**src/rtl/uart_sys_pkg.sv**
```systemverilog
// Shared UART-system definitions: frame types, TX FSM encoding, header defaults.
// Pure declarations, no logic and no latency.
// Used by the TX frame controller and its slot buffer.
package uart_sys_pkg;

  // Frame type carried alongside each buffered payload
  typedef enum logic {
    FRM_RF  = 1'b0,
    FRM_ALU = 1'b1
  } frm_type_e;

  // TX FSM encoding kept as plain constants for compatibility with older blocks
  localparam logic [1:0] ST_IDLE      = 2'b00;
  localparam logic [1:0] ST_SEND      = 2'b01;
  localparam logic [1:0] ST_WAIT_ACK  = 2'b11;
  localparam logic [1:0] ST_WAIT_DONE = 2'b10;

  // Default header bytes for the optional frame header
  localparam logic [7:0] HDR_RF_DEF  = 8'h5A;
  localparam logic [7:0] HDR_ALU_DEF = 8'hA5;

endpackage

```
**src/rtl/tx_frame_controller_if.sv**
```systemverilog
// Response-capture and UART-TX byte handshake bundle of the TX frame controller.
// Wires only, no latency.
// slave = controller side, master = response sources plus UART TX side.
interface tx_frame_controller_if #(
  parameter int ALU_WIDTH = 16
);
  logic [7:0]           TXCont_RF_Rd_Data;
  logic                 TXCont_RF_Rd_Valid;
  logic [ALU_WIDTH-1:0] TXCont_ALU_Out;
  logic                 TXCont_ALU_Valid;
  logic                 TXCont_Busy;
  logic [7:0]           TXCont_Pdata;
  logic                 TXCont_Data_Valid;
  logic                 TXCont_Ready;
  logic                 TXCont_Overflow;

  modport slave (
    input  TXCont_RF_Rd_Data, TXCont_RF_Rd_Valid, TXCont_ALU_Out, TXCont_ALU_Valid, TXCont_Busy,
    output TXCont_Pdata, TXCont_Data_Valid, TXCont_Ready, TXCont_Overflow
  );

  modport master (
    output TXCont_RF_Rd_Data, TXCont_RF_Rd_Valid, TXCont_ALU_Out, TXCont_ALU_Valid, TXCont_Busy,
    input  TXCont_Pdata, TXCont_Data_Valid, TXCont_Ready, TXCont_Overflow
  );
endinterface

```
**src/rtl/tx_frame_slot_buf.sv**
```systemverilog
// Two-entry ACTIVE/PENDING frame buffer: capture, promotion on free, overflow detect.
// Strobes land in a slot at the next clock edge; Ready/Overflow are registered.
// No stall: a strobe that finds both slots full is dropped with an Overflow pulse.
module tx_frame_slot_buf
  import uart_sys_pkg::*;
#(
  parameter int ALU_WIDTH = 16
) (
  input  logic                 RXCont_CLK,
  input  logic                 RXCont_RST,
  input  logic                 i_rf_vld,
  input  logic [7:0]           i_rf_dat,
  input  logic                 i_alu_vld,
  input  logic [ALU_WIDTH-1:0] i_alu_dat,
  input  logic                 i_free,
  output logic                 o_act_vld,
  output frm_type_e            o_act_typ,
  output logic [ALU_WIDTH-1:0] o_act_pay,
  output logic                 o_pend_vld,
  output logic                 o_ready,
  output logic                 o_overflow
);

  logic                 r_act_vld, r_pnd_vld;
  frm_type_e            r_act_typ, r_pnd_typ;
  logic [ALU_WIDTH-1:0] r_act_pay, r_pnd_pay;
  logic                 r_ready, r_ovf;

  logic                 w_a_vld, w_p_vld, w_drop;
  frm_type_e            w_a_typ, w_p_typ;
  logic [ALU_WIDTH-1:0] w_a_pay, w_p_pay;

  // Next slot contents: promotion first, so a same-cycle strobe sees the freed PENDING slot
  always_comb begin
    w_a_vld = r_act_vld;
    w_a_typ = r_act_typ;
    w_a_pay = r_act_pay;
    w_p_vld = r_pnd_vld;
    w_p_typ = r_pnd_typ;
    w_p_pay = r_pnd_pay;
    w_drop  = 1'b0;
    if (i_free) begin
      w_a_vld = r_pnd_vld;
      w_a_typ = r_pnd_typ;
      w_a_pay = r_pnd_pay;
      w_p_vld = 1'b0;
    end
    // RF wins the first free slot when both strobes coincide
    if (i_rf_vld) begin
      if (!w_a_vld) begin
        w_a_vld = 1'b1;
        w_a_typ = FRM_RF;
        w_a_pay = ALU_WIDTH'(i_rf_dat);
      end else if (!w_p_vld) begin
        w_p_vld = 1'b1;
        w_p_typ = FRM_RF;
        w_p_pay = ALU_WIDTH'(i_rf_dat);
      end else begin
        w_drop = 1'b1;
      end
    end
    if (i_alu_vld) begin
      if (!w_a_vld) begin
        w_a_vld = 1'b1;
        w_a_typ = FRM_ALU;
        w_a_pay = i_alu_dat;
      end else if (!w_p_vld) begin
        w_p_vld = 1'b1;
        w_p_typ = FRM_ALU;
        w_p_pay = i_alu_dat;
      end else begin
        w_drop = 1'b1;
      end
    end
  end

  // Slot registers plus registered Ready/Overflow flags
  always_ff @(posedge RXCont_CLK or negedge RXCont_RST) begin
    if (!RXCont_RST) begin
      r_act_vld <= 1'b0;
      r_act_typ <= FRM_RF;
      r_act_pay <= '0;
      r_pnd_vld <= 1'b0;
      r_pnd_typ <= FRM_RF;
      r_pnd_pay <= '0;
      r_ready   <= 1'b1;
      r_ovf     <= 1'b0;
    end else begin
      r_act_vld <= w_a_vld;
      r_act_typ <= w_a_typ;
      r_act_pay <= w_a_pay;
      r_pnd_vld <= w_p_vld;
      r_pnd_typ <= w_p_typ;
      r_pnd_pay <= w_p_pay;
      r_ready   <= !w_p_vld;
      r_ovf     <= w_drop;
    end
  end

  assign o_act_vld  = r_act_vld;
  assign o_act_typ  = r_act_typ;
  assign o_act_pay  = r_act_pay;
  assign o_pend_vld = r_pnd_vld;
  assign o_ready    = r_ready;
  assign o_overflow = r_ovf;

endmodule

```
**src/rtl/tx_frame_controller.sv**
```systemverilog
// TX frame controller: serialises RF read data / ALU results into bytes for the UART TX.
// First Data_Valid two cycles after the strobe when idle; one SEND cycle after Busy drops per byte.
// Waits on TXCont_Busy per byte; two frames buffered, further strobes dropped (Overflow). Header byte: TX_FRAME_HEADER_EN.
module tx_frame_controller
  import uart_sys_pkg::*;
#(
  parameter int         ALU_WIDTH = 16,
  parameter logic [7:0] HDR_RF    = HDR_RF_DEF,
  parameter logic [7:0] HDR_ALU   = HDR_ALU_DEF
) (
  input logic                  RXCont_CLK,
  input logic                  RXCont_RST,
  tx_frame_controller_if.slave bus
);

`ifdef TX_FRAME_HEADER_EN
  localparam int HDR_N = 1;
`else
  localparam int HDR_N = 0;
`endif
  localparam int NBYTES  = ALU_WIDTH / 8;
  localparam int FRM_MAX = NBYTES + HDR_N;
  localparam int IDX_W   = (FRM_MAX > 1) ? $clog2(FRM_MAX) : 1;
  localparam logic [IDX_W-1:0] LAST_RF  = IDX_W'(HDR_N);
  localparam logic [IDX_W-1:0] LAST_ALU = IDX_W'(FRM_MAX - 1);

  logic [1:0]           r_state;
  logic [IDX_W-1:0]     r_idx;
  logic [7:0]           r_pdata;
  logic                 r_dv;

  logic                 w_act_vld, w_pend_vld, w_ready, w_ovf, w_free;
  frm_type_e            w_act_typ;
  logic [ALU_WIDTH-1:0] w_act_pay;
  logic [IDX_W-1:0]     w_last, w_sel;
  logic [7:0]           w_byte;

  tx_frame_slot_buf #(
    .ALU_WIDTH(ALU_WIDTH)
  ) u_slot_buf (
    .RXCont_CLK (RXCont_CLK),
    .RXCont_RST (RXCont_RST),
    .i_rf_vld   (bus.TXCont_RF_Rd_Valid),
    .i_rf_dat   (bus.TXCont_RF_Rd_Data),
    .i_alu_vld  (bus.TXCont_ALU_Valid),
    .i_alu_dat  (bus.TXCont_ALU_Out),
    .i_free     (w_free),
    .o_act_vld  (w_act_vld),
    .o_act_typ  (w_act_typ),
    .o_act_pay  (w_act_pay),
    .o_pend_vld (w_pend_vld),
    .o_ready    (w_ready),
    .o_overflow (w_ovf)
  );

  assign w_last = (w_act_typ == FRM_ALU) ? LAST_ALU : LAST_RF;
  // ACTIVE is released on the cycle the last byte's Busy falls
  assign w_free = (r_state == ST_WAIT_DONE) && !bus.TXCont_Busy && (r_idx == w_last);

  // Current byte: optional header at index 0, then payload LSB first
  always_comb begin
`ifdef TX_FRAME_HEADER_EN
    w_sel  = r_idx - IDX_W'(1);
    w_byte = w_act_pay[{w_sel, 3'b000} +: 8];
    if (r_idx == '0) begin
      w_byte = (w_act_typ == FRM_ALU) ? HDR_ALU : HDR_RF;
    end
`else
    w_sel  = r_idx;
    w_byte = w_act_pay[{w_sel, 3'b000} +: 8];
`endif
  end

  // Byte handshake FSM; IDLE also reacts to a strobe being captured this cycle
  always_ff @(posedge RXCont_CLK or negedge RXCont_RST) begin
    if (!RXCont_RST) begin
      r_state <= ST_IDLE;
      r_idx   <= '0;
      r_pdata <= 8'h00;
      r_dv    <= 1'b0;
    end else begin
      r_dv <= 1'b0;
      case (r_state)
        ST_IDLE: begin
          if (w_act_vld || bus.TXCont_RF_Rd_Valid || bus.TXCont_ALU_Valid) begin
            r_idx   <= '0;
            r_state <= ST_SEND;
          end
        end
        ST_SEND: begin
          if (!bus.TXCont_Busy) begin
            r_pdata <= w_byte;
            r_dv    <= 1'b1;
            r_state <= ST_WAIT_ACK;
          end
        end
        ST_WAIT_ACK: begin
          if (bus.TXCont_Busy) begin
            r_state <= ST_WAIT_DONE;
          end
        end
        ST_WAIT_DONE: begin
          if (!bus.TXCont_Busy) begin
            if (r_idx != w_last) begin
              r_idx   <= r_idx + IDX_W'(1);
              r_state <= ST_SEND;
            end else begin
              r_idx   <= '0;
              r_state <= w_pend_vld ? ST_SEND : ST_IDLE;
            end
          end
        end
        default: r_state <= ST_IDLE;
      endcase
    end
  end

  assign bus.TXCont_Pdata      = r_pdata;
  assign bus.TXCont_Data_Valid = r_dv;
  assign bus.TXCont_Ready      = w_ready;
  assign bus.TXCont_Overflow   = w_ovf;

endmodule

```
**src/flat_wrapper.sv**
```systemverilog
// flat-port wrapper written by rule: the top's interface ports become plain ports
module tx_frame_controller_flat import uart_sys_pkg::*;
#(
  parameter int         ALU_WIDTH = 16,
  parameter logic [7:0] HDR_RF    = HDR_RF_DEF,
  parameter logic [7:0] HDR_ALU   = HDR_ALU_DEF
)
  (RXCont_CLK, RXCont_RST, bus_TXCont_RF_Rd_Data, bus_TXCont_RF_Rd_Valid, bus_TXCont_ALU_Out, bus_TXCont_ALU_Valid, bus_TXCont_Busy, bus_TXCont_Pdata, bus_TXCont_Data_Valid, bus_TXCont_Ready, bus_TXCont_Overflow);
  tx_frame_controller_if #(.ALU_WIDTH(ALU_WIDTH)) bus_i ();
  input logic RXCont_CLK;
  input logic RXCont_RST;
  input wire logic [$bits(bus_i.TXCont_RF_Rd_Data)-1:0] bus_TXCont_RF_Rd_Data;
  input wire logic [$bits(bus_i.TXCont_RF_Rd_Valid)-1:0] bus_TXCont_RF_Rd_Valid;
  input wire logic [$bits(bus_i.TXCont_ALU_Out)-1:0] bus_TXCont_ALU_Out;
  input wire logic [$bits(bus_i.TXCont_ALU_Valid)-1:0] bus_TXCont_ALU_Valid;
  input wire logic [$bits(bus_i.TXCont_Busy)-1:0] bus_TXCont_Busy;
  output wire logic [$bits(bus_i.TXCont_Pdata)-1:0] bus_TXCont_Pdata;
  output wire logic [$bits(bus_i.TXCont_Data_Valid)-1:0] bus_TXCont_Data_Valid;
  output wire logic [$bits(bus_i.TXCont_Ready)-1:0] bus_TXCont_Ready;
  output wire logic [$bits(bus_i.TXCont_Overflow)-1:0] bus_TXCont_Overflow;
  assign bus_i.TXCont_RF_Rd_Data = bus_TXCont_RF_Rd_Data;
  assign bus_i.TXCont_RF_Rd_Valid = bus_TXCont_RF_Rd_Valid;
  assign bus_i.TXCont_ALU_Out = bus_TXCont_ALU_Out;
  assign bus_i.TXCont_ALU_Valid = bus_TXCont_ALU_Valid;
  assign bus_i.TXCont_Busy = bus_TXCont_Busy;
  assign bus_TXCont_Pdata = bus_i.TXCont_Pdata;
  assign bus_TXCont_Data_Valid = bus_i.TXCont_Data_Valid;
  assign bus_TXCont_Ready = bus_i.TXCont_Ready;
  assign bus_TXCont_Overflow = bus_i.TXCont_Overflow;
  tx_frame_controller #(.ALU_WIDTH(ALU_WIDTH), .HDR_RF(HDR_RF), .HDR_ALU(HDR_ALU)) u_core (.RXCont_CLK(RXCont_CLK), .RXCont_RST(RXCont_RST), .bus(bus_i));
endmodule
```
**config.mk**
```make
export PLATFORM = sky130hd
export DESIGN_NAME = tx_frame_controller_flat
export DESIGN_NICKNAME = d
export VERILOG_FILES = /design/src/rtl/uart_sys_pkg.sv /design/src/rtl/tx_frame_controller_if.sv /design/src/rtl/tx_frame_slot_buf.sv /design/src/rtl/tx_frame_controller.sv /design/src/flat_wrapper.sv
export SDC_FILE = /design/constraint.sdc
export NUM_CORES = 1
export LEC_CHECK = 0
export ABC_AREA = 1
export CAP_MARGIN = 10
export CORE_ASPECT_RATIO = 0.75
export CORE_MARGIN = 4
export CORE_UTILIZATION = 30
export DETAILED_ROUTE_END_ITERATION = 12
export HOLD_SLACK_MARGIN = 0.03
export PLACE_DENSITY = 0.58
export SYNTH_ARGS = -nofsm -noshare
export SYNTH_HDL_FRONTEND = slang
export SYNTH_SLANG_ARGS = --single-unit
```
**constraint.sdc**
```tcl
create_clock -name RXCont_CLK -period 2.02 [get_ports RXCont_CLK]
set_input_delay 0.404 -clock RXCont_CLK [delete_from_list [all_inputs] [get_ports RXCont_CLK]]
set_output_delay 0.404 -clock RXCont_CLK [all_outputs]
set_load 0.02 [all_outputs]
```
==> out/qor.csv <==
stage,metric,value,unit
timing,hold_ws,0.109,ns
synth,synth_top_cell_by_area,dfrtp_1,
synth,synth_compound_area_frac,0.107,
timing,finalMaxSlewViolations,0,
setup_path,required,2.17,ns
finish,final_cells,495,
clocking,cts_buffer_depth,2,
grt,grt_pass1_wl,11100,um
setup_path,cp-end-kind,flip-flop,
clocking,cts_resized,0,
detailed_routing,drt_wl_total,6370,um
timing,grt_setup_unrepaired,no,
clocking,cts_buffers,5,
detailed_routing,drt-initial-drc-count,106,
grt,grt_overflow_total,0,
pwr,powerDensity,1200,nW/um^2
outcome,status,finished clean,
detailed_routing,vias,2272,
place,numPortBuffers,39,
detailed_routing,drtPass1Iterations,4,
grt,antenna_found_initial,0,
min_path,hold_class,primary input to asynchronous set/reset pin,
grt,grt_max_degree,28,
pwr,ir_drop,0.000493,V
synth,ys_seq_elements,50,
die,die_x,117,um
clocking,path_clk_slew,0.07,ns
synth,synthSimpleGateAreaFrac,0.317,
clocking,cts_hold_buf,0,
grt,grt_util_all_layers,0.126,
timing,layout_setup_ws,0.155,ns
clocking,cts_sinks,50,
detailed_routing,ant_nets,0,
setup_path,crit_fanout,10,
setup_path,cp.arrival,2.02,ns
finish,finalNetCount,416,
clocking,cts_root_buf,clkbuf_16,
job,max_cap_violations,0,
timing,setup_viol,0,
finish,fin_util,0.399,
synth,synth.distinct_cells,32,
synth,synth_nets,366,
grt,grt_pass1_vias,2295,
synth,synth_area_leaders,"dfrtp_1 46%, nand2_1 15%, nand3_1 6.5%, inv_1 5.7%, o21ai_0 4.5%",
synth,muxShareOfSynthArea,0,
finish,final_common_cell,nand2_1,
timing,clock.fmax,0.536,GHz
place,placed_cells,487,
place,place_ws,-0.0519,ns
die,num_rows,29,
synth,ys_warn_count,0,
synth,synth_top_family_by_area,simple AND/OR/NAND/NOR gates,
place,post-dp-hpwl,4860,um
setup_path,critPathLaunchType,flip-flop,
synth,synth_fa_ha_area_frac,0.00464,
die,dieHeight,90.1,um
detailed_routing,avgViaCountPerCell,4.59,
die,start_util,0.313,
finish,area_delta_synth_final,27.4,%
die,ios,40,
timing,min_period,1.87,ns
timing,fin_skew,0.00297,ns
timing,worst_pin_slew,0.358,ns
timing,tns,0,ns
detailed_routing,post_drt_wl_per_cell,12.9,um
synth,synth_cells,336,
place,gp_congestion,0.781,
detailed_routing,drc,0,
die,fp.dieArea,10600,sq um
timing,relSlewSlack,0.761,
clocking,insertion_delay,0.28,ns
finish,final_cell_mix,"111 x nand2_1, 49 x dfrtp_1, 41 x inv_1",
timing,period_share,0.923,
clocking,h-tree-depth,2,
synth,synth_seq_area_share,0.465,
synth,synth.top_cell.area_share,0.455,
timing,finalHoldViolations,0,
clocking,cts_tree,built,
die,core_area,8600,sq um
synth,netlist_area,2690,sq um
setup_path,worstSetupPathType,flip-flop to flip-flop,
synth,synth_xor_area_frac,0,
finish,drive_gt1_frac,0.152,
clocking,cts_setup_buffers,0,
finish,antenna_cells,0,
pwr,p_leak,0.00169,uW
synth,avgSynthCellArea,8.02,sq um
## synthesized netlist by cell type
master,number
inv_1,41
o21ai_2,8
nor2_2,1
buf_6,4
o21a_1,1
o21ai_1,3
o22ai_1,1
inv_2,3
nand3_4,1
nor2_8,2
buf_2,4
nand3_2,3
nand4_1,1
dfrtp_1,49
buf_12,1
o21ai_0,24
a31oi_1,9
clkinv_1,2
buf_4,1
ha_1,1
clkbuf_1,2
buf_8,1
nor2_1,10
dfstp_2,1
nand2_2,9
nand2_4,3
o31ai_1,1
nand2_1,111
a21oi_1,1
nand3_1,35
nand4_4,1
nand4_2,1
## routing by layer
metal	track usage	vias up	wire length (um)
li1	-	1167	-
met1	0.187	1056	3370
met2	0.185	47	2690
met3	0.0339	2	295
met4	0.0205	0	14
met5	0	-	0
## worst paths after layout
check,slack [ns],startpoint,to,cells after the start
worst max register to register,0.15,u_core.r_idx,u_core.u_slot_buf.o_act_pay[4],9
min in group RXCont_CLK,0.48,u_core.u_slot_buf.r_pnd_typ,u_core.u_slot_buf.r_pnd_typ,2
worst min register to register,0.48,u_core.u_slot_buf.r_pnd_typ,u_core.u_slot_buf.r_pnd_typ,2
max in group asynchronous,1.58,RXCont_RST,u_core.u_slot_buf.o_ready,2
worst max-delay path,0.15,u_core.r_idx,u_core.u_slot_buf.o_act_pay[4],9
worst min-delay path,0.11,RXCont_RST,u_core.u_slot_buf.r_pnd_pay[13],2
## critical path: stages (launching register included)
cell and delay [ns]:
dfrtp_1 0.36, clkinv_2 0.07, ha_1 0.38, nand4_2 0.19, nand2_2 0.16, nand2_2 0.16, inv_2 0.19, nand2_1 0.07
nand3_1 0.06, o21ai_0 0.10
## registers in the layout, indices dropped and copies added, names as in the netlist
register                      flops
u_core.bus.TXCont_Data_Valid      1
u_core.u_slot_buf.o_act_typ       1
u_core.bus.TXCont_Pdata           8
u_core.r_state                    2
u_core.u_slot_buf.o_ready         1
u_core.u_slot_buf.o_pend_vld      1
u_core.u_slot_buf.o_act_vld       1
u_core.u_slot_buf.r_pnd_typ       1
u_core.u_slot_buf.o_overflow      1
u_core.u_slot_buf.o_act_pay      16
u_core.r_idx                      1
u_core.u_slot_buf.r_pnd_pay      16
## metrics by stage
stage               cell area, sq um  total power, uW
finish                          3430             4130
global route                    3430             4480
CTS                             3430             4190
detailed placement              3290             3340
global placement                3290             3300
floorplan                       2700             2750
## layout make-up
type | count | area [sq um]
fillers | 875 | 5170
flip-flops and latches | 50 | 1250
multi-input cells | 227 | 1150
repair buffers | 56 | 576
inverters | 46 | 174
well taps | 108 | 135
clock buffers | 6 | 129
clock inverters | 2 | 13.8
## kinds of logic after synthesis
logic type,after synthesis
fa+ha+maj,1
compound gates,48
simple gates,178
buf+inv,59
flops,50
## power by group
part	switching (uW)	internal (uW)	leakage (uW)	total [uW]
combinational	903	746	0.00103	1650
sequential	238	1420	0.000592	1660
clock	366	460	0.0000708	826
total	1510	2630	0.00169	4130
Power figures use the tool's default switching activity.
